[src/rtl/fifo_rd_ctrl_pkg.sv]
// Shared types, default sizes and helpers for the read side of the dual-clock FIFO.
package fifo_rd_ctrl_pkg;

  localparam int ADDR_WIDTH_DEF = 4;
  localparam int DATA_WIDTH_DEF = 8;

  typedef enum logic [1:0] {
    SKID_EMPTY = 2'd0,
    SKID_ONE   = 2'd1,
    SKID_TWO   = 2'd2
  } skid_state_e;

  function automatic logic [1:0] skid_occupancy(input skid_state_e s);
    case (s)
      SKID_ONE: return 2'd1;
      SKID_TWO: return 2'd2;
      default:  return 2'd0;
    endcase
  endfunction

endpackage

[src/rtl/fifo_rd_ctrl_skid.sv]
// Two-entry output skid buffer: head drives rd_data, tail absorbs one word of backpressure.
module fifo_rd_skid
  import fifo_rd_ctrl_pkg::*;
#(
  parameter int DATA_WIDTH = DATA_WIDTH_DEF
) (
  input  logic                  rd_clk,
  input  logic                  rd_rst,
  input  logic                  in_valid,
  input  logic [DATA_WIDTH-1:0] in_data,
  input  logic                  rd_ready,
  output logic                  rd_valid,
  output logic [DATA_WIDTH-1:0] rd_data,
  output logic [1:0]            count
);

  skid_state_e           state;
  logic [DATA_WIDTH-1:0] tail;
  logic                  pop;

  assign pop   = rd_valid & rd_ready;
  assign count = skid_occupancy(state);

  // An arrival while TWO without a pop cannot happen: the issuer keeps occupancy <= 2.
  always_ff @(posedge rd_clk or posedge rd_rst) begin
    if (rd_rst) begin
      state    <= SKID_EMPTY;
      rd_valid <= 1'b0;
      rd_data  <= '0;
      tail     <= '0;
    end else begin
      case (state)
        SKID_EMPTY: begin
          if (in_valid) begin
            rd_data  <= in_data;
            rd_valid <= 1'b1;
            state    <= SKID_ONE;
          end
        end
        SKID_ONE: begin
          if (in_valid && !pop) begin
            tail  <= in_data;
            state <= SKID_TWO;
          end else if (in_valid && pop) begin
            rd_data <= in_data;
          end else if (pop) begin
            rd_valid <= 1'b0;
            state    <= SKID_EMPTY;
          end
        end
        SKID_TWO: begin
          if (pop) begin
            rd_data <= tail;
            if (in_valid) begin
              tail <= in_data;
            end else begin
              state <= SKID_ONE;
            end
          end
        end
        default: begin
          state    <= SKID_EMPTY;
          rd_valid <= 1'b0;
        end
      endcase
    end
  end

endmodule

[src/rtl/fifo_rd_ctrl.sv]
// Read-side controller of the dual-clock FIFO: pointers, empty/level flags and read issue.
module fifo_rd_ctrl
  import fifo_rd_ctrl_pkg::*;
#(
  parameter int ADDR_WIDTH = ADDR_WIDTH_DEF,
  parameter int DATA_WIDTH = DATA_WIDTH_DEF
) (
  input  logic                  rd_clk,
  input  logic                  rd_rst,
  input  logic [ADDR_WIDTH:0]   rd_wptr_gray,
  output logic [ADDR_WIDTH:0]   rd_ptr_gray,
  output logic                  mem_rd_en,
  output logic [ADDR_WIDTH-1:0] mem_rd_addr,
  input  logic [DATA_WIDTH-1:0] mem_rd_data,
  output logic                  rd_valid,
  input  logic                  rd_ready,
  output logic [DATA_WIDTH-1:0] rd_data,
  output logic                  rd_empty,
  output logic [ADDR_WIDTH:0]   rd_level
);

  localparam int PTR_WIDTH = ADDR_WIDTH + 1;

  logic [PTR_WIDTH-1:0] rptr_bin;
  logic [PTR_WIDTH-1:0] rptr_next;
  logic [PTR_WIDTH-1:0] rptr_next_gray;
  logic [PTR_WIDTH-1:0] wptr_bin;
  logic                 inflight;
  logic [1:0]           skid_count;
  logic [1:0]           occ;
  logic                 pop;

  always_comb begin
    wptr_bin = '0;
    for (int i = 0; i < PTR_WIDTH; i++) begin
      wptr_bin[i] = ^(rd_wptr_gray >> i);
    end
  end

  assign pop            = rd_valid & rd_ready;
  assign occ            = skid_count + {1'b0, inflight};
  assign mem_rd_en      = !rd_empty && ((occ < 2'd2) || pop);
  assign mem_rd_addr    = rptr_bin[ADDR_WIDTH-1:0];
  assign rptr_next      = rptr_bin + {{ADDR_WIDTH{1'b0}}, mem_rd_en};
  assign rptr_next_gray = rptr_next ^ (rptr_next >> 1);

  // Flags are judged against the post-issue pointer so a stale empty can only hold reads back.
  always_ff @(posedge rd_clk or posedge rd_rst) begin
    if (rd_rst) begin
      rptr_bin    <= '0;
      rd_ptr_gray <= '0;
      rd_empty    <= 1'b1;
      rd_level    <= '0;
      inflight    <= 1'b0;
    end else begin
      rptr_bin    <= rptr_next;
      rd_ptr_gray <= rptr_next_gray;
      rd_empty    <= (rptr_next_gray == rd_wptr_gray);
      rd_level    <= wptr_bin - rptr_next;
      inflight    <= mem_rd_en;
    end
  end

  fifo_rd_skid #(
    .DATA_WIDTH(DATA_WIDTH)
  ) u_skid (
    .rd_clk  (rd_clk),
    .rd_rst  (rd_rst),
    .in_valid(inflight),
    .in_data (mem_rd_data),
    .rd_ready(rd_ready),
    .rd_valid(rd_valid),
    .rd_data (rd_data),
    .count   (skid_count)
  );

endmodule

[config.mk]
export PLATFORM = sky130hd
export DESIGN_NAME = fifo_rd_ctrl
export DESIGN_NICKNAME = d
export VERILOG_FILES = /design/src/rtl/fifo_rd_ctrl_pkg.sv /design/src/rtl/fifo_rd_ctrl_skid.sv /design/src/rtl/fifo_rd_ctrl.sv
export SDC_FILE = /design/constraint.sdc
export NUM_CORES = 1
export LEC_CHECK = 0
export ABC_AREA = 0
export ABC_CLOCK_PERIOD_IN_PS = 4130
export CELL_PAD_IN_SITES_DETAIL_PLACEMENT = 0
export CELL_PAD_IN_SITES_GLOBAL_PLACEMENT = 1
export CORE_ASPECT_RATIO = 0.75
export CORE_MARGIN = 2
export CORE_UTILIZATION = 32
export DETAILED_ROUTE_END_ITERATION = 10
export PLACE_DENSITY = 0.77
export SLEW_MARGIN = 20
export SYNTH_ARGS = -nofsm -noshare
export SYNTH_HDL_FRONTEND = slang
export SYNTH_SLANG_ARGS = --single-unit
[constraint.sdc]
create_clock -name rd_clk -period 4.13 [get_ports rd_clk]
set_clock_uncertainty 0.1 [all_clocks]
set_input_delay 1.0325 -clock rd_clk [delete_from_list [all_inputs] [get_ports rd_clk]]
set_output_delay 1.0325 -clock rd_clk [all_outputs]
set_load 0.05 [all_outputs]
==> impl_metrics.json <==
{
  "synth_cell_type_count": 37,
  "crit_path_start_kind": "input port",
  "hold_violations": 0,
  "setup_tns_ns": 0,
  "hold_path.class": "register to register",
  "port_buffers": 40,
  "cp.required_ns": 3.00,
  "ys.flop_type": "dfrtp_1",
  "grt_pass1_wl_mm": 5.64,
  "drive_gt1_frac": 0.154,
  "critical_path.slowest_cell": "clkdlybuf4s50_1",
  "setup_viol": 0,
  "syn_nets": 171,
  "synth_area_mm2": 0.00179,
  "cts_tree": "built",
  "grt_max_degree": 20,
  "critPathMaxStageDelay_ns": 0.52,
  "syn_to_final_growth_pct": 33.7,
  "r2r-start": "u_skid.state[0]",
  "worst_ep_arrival_time_ns": 2.20,
  "relSlewSlack": 0.530,
  "numCtsBuffers": 5,
  "track_usage": 0.119,
  "path_max_fanout": 5,
  "synthArstFlopShare": 1.00,
  "ys_warn_count": 0,
  "htreeDepth": 2,
  "post_drt_wl_per_cell_um": 12.4,
  "clk_pin_slew_ns": 0.07,
  "cts_max_path_buffers": 2,
  "grt_pass1_vias": 1203,
  "die_h_um": 68.8,
  "die-area_mm2": 0.00622,
  "crit_path_end_kind": "output port",
  "diodes": 0,
  "crit_start": "rd_ready",
  "detailed_place_hpwl_mm": 2.50,
  "worst_slew_pin_slew_ns": 0.704,
  "start_util": 0.333,
  "min_from": "u_skid.tail[1]",
  "first_pass_iters": 4,
  "cts.sinks": 35,
  "clock.fmax_mhz": 300,
  "clk-insertion-delay-late_ns": 0.29,
  "rsz0062_at_grt": "false",
  "hold_buffers": 0,
  "ys_seq_elements": 35,
  "overflow": 0,
  "antenna_left": 0,
  "cts_root_buffer": "clkbuf_8",
  "die_width_um": 90.4,
  "post_cts_resized": 0,
  "final-seq-area_um2": 877,
  "routed_wl_mm": 3.34,
  "vias": 1195,
  "filler_cell_count": 519,
  "final_cell_mix": "clkdlybuf4s50_1, dfrtp_1, a21oi_1, nor2_1, xnor2_1",
  "postCtsSetupBuffers": 0,
  "multi_input_area_um2": 867,
  "layout_worst_path_cycle_share": 0.808,
  "finalNetCount": 217,
  "viasPerCell": 4.43,
  "avgSynthCellArea_um2": 12.1,
  "slew_violations": 0,
  "ys_seq_area_frac": 0.490,
  "cp_cell_sequence": "clkdlybuf4s50_1 > nand2_1 > a21oi_1 > buf_4 > buf_12",
  "synth_edf_count": 0,
  "drc": 0,
  "drtIter0Drc": 15,
  "antenna_found_initial": 0,
  "drv_cap": 0,
  "whs_path_depth": 1,
  "rows": 23,
  "final_util": 0.445,
  "place_congestion": 0.764,
  "rr_worst_depth": 9,
  "synthCells": 148,
  "core-area_mm2": 0.00538,
  "status": "complete, no violations",
  "crit_type": "input port to output port",
  "io_pins": 41,
  "final_common_cell": "clkdlybuf4s50_1",
  "final.min_clock_period_ns": 3.34
}
per-stage QoR:
step           std cells  setup WS, ns  hold WS [ns]  cell area (µm²)
3_3_place_gp         262         0.545         0.390             2290
4_1_cts              270         0.779         0.413             2390
2_1_floorplan        148         0.467         0.381             1790
5_1_grt              270         0.574         0.428             2390
6_report             270         0.793         0.410             2390
3_5_place_dp         262         0.509         0.392             2290
per-layer routing:
metal  up-vias  global-route usage  share of wire
met5         -                   0              0
li1        595                   -              -
met3         7              0.0391          0.058
met2        35               0.187           0.43
met4         0              0.0519          0.013
met1       558               0.153           0.50
layout make-up:
type	instances	area share
Inverter	7	0.0110
Multi-Input combinational cell	103	0.362
Clock inverter	1	0.00314
Clock buffer	7	0.0403
Timing Repair Buffer	42	0.178
Sequential cell	35	0.366
Tap cell	75	0.0392
final timing paths:
path	end	slack, ns
setup / recovery	mem_rd_en	0.79
hold / removal	u_skid.tail[1]	0.41
setup reg to reg	rd_empty	1.11
hold reg to reg	u_skid.tail[1]	0.41
max in group asynchronous	u_skid.rd_valid	2.21
min in group asynchronous	rd_ptr_gray[2]	1.03
cell families (layout without fill, tap and decap cells):
| kind of cell | Yosys count | after routing | share of synthesized area |
|---|---|---|---|
| adder cells (fa/ha/maj) | 7 | 7 | 0.0531 |
| flip-flops | 35 | 35 | 0.490 |
| AND/OR/NAND/NOR | 33 | 33 | 0.0895 |
| multiplexers | 16 | 16 | 0.112 |
| AO/OA/AOI/OAI | 25 | 25 | 0.0894 |
| buffers and inverters | 10 | 57 | 0.0258 |
| XOR/XNOR | 22 | 22 | 0.140 |
cell usage after synthesis (3+ instances only):
cell type  count  area, µm²
dfrtp_1       34        851
a21oi_1       13       65.1
nor2_1        11       41.3
xnor2_1        9       78.8
mux2_4         8        120
mux2i_1        8       80.1
nand2_1        8       30.0
xor2_1         8       70.1
ha_1           6       75.1
inv_1          6       22.5
nand3_1        4       20.0
o21ai_1        3       15.0
critical path, delay by kind of cell:
kind | cells | cell delay, ns
simple gates | 1 | 0.16
compound gates | 1 | 0.21
buf+inv | 3 | 0.81
state kept, by name, summed over array words and instances, names as in the netlist:
register         count
u_skid.tail          8
rd_ptr_gray          5
u_skid.rd_data       8
u_skid.rd_valid      1
rd_empty             1
rd_level             5
u_skid.state         2
inflight             1
rptr_bin             4
Power is left out: the tool's default activity adds up to more than one toggle a clock period on the data nets, which glitch-free logic cannot reach.
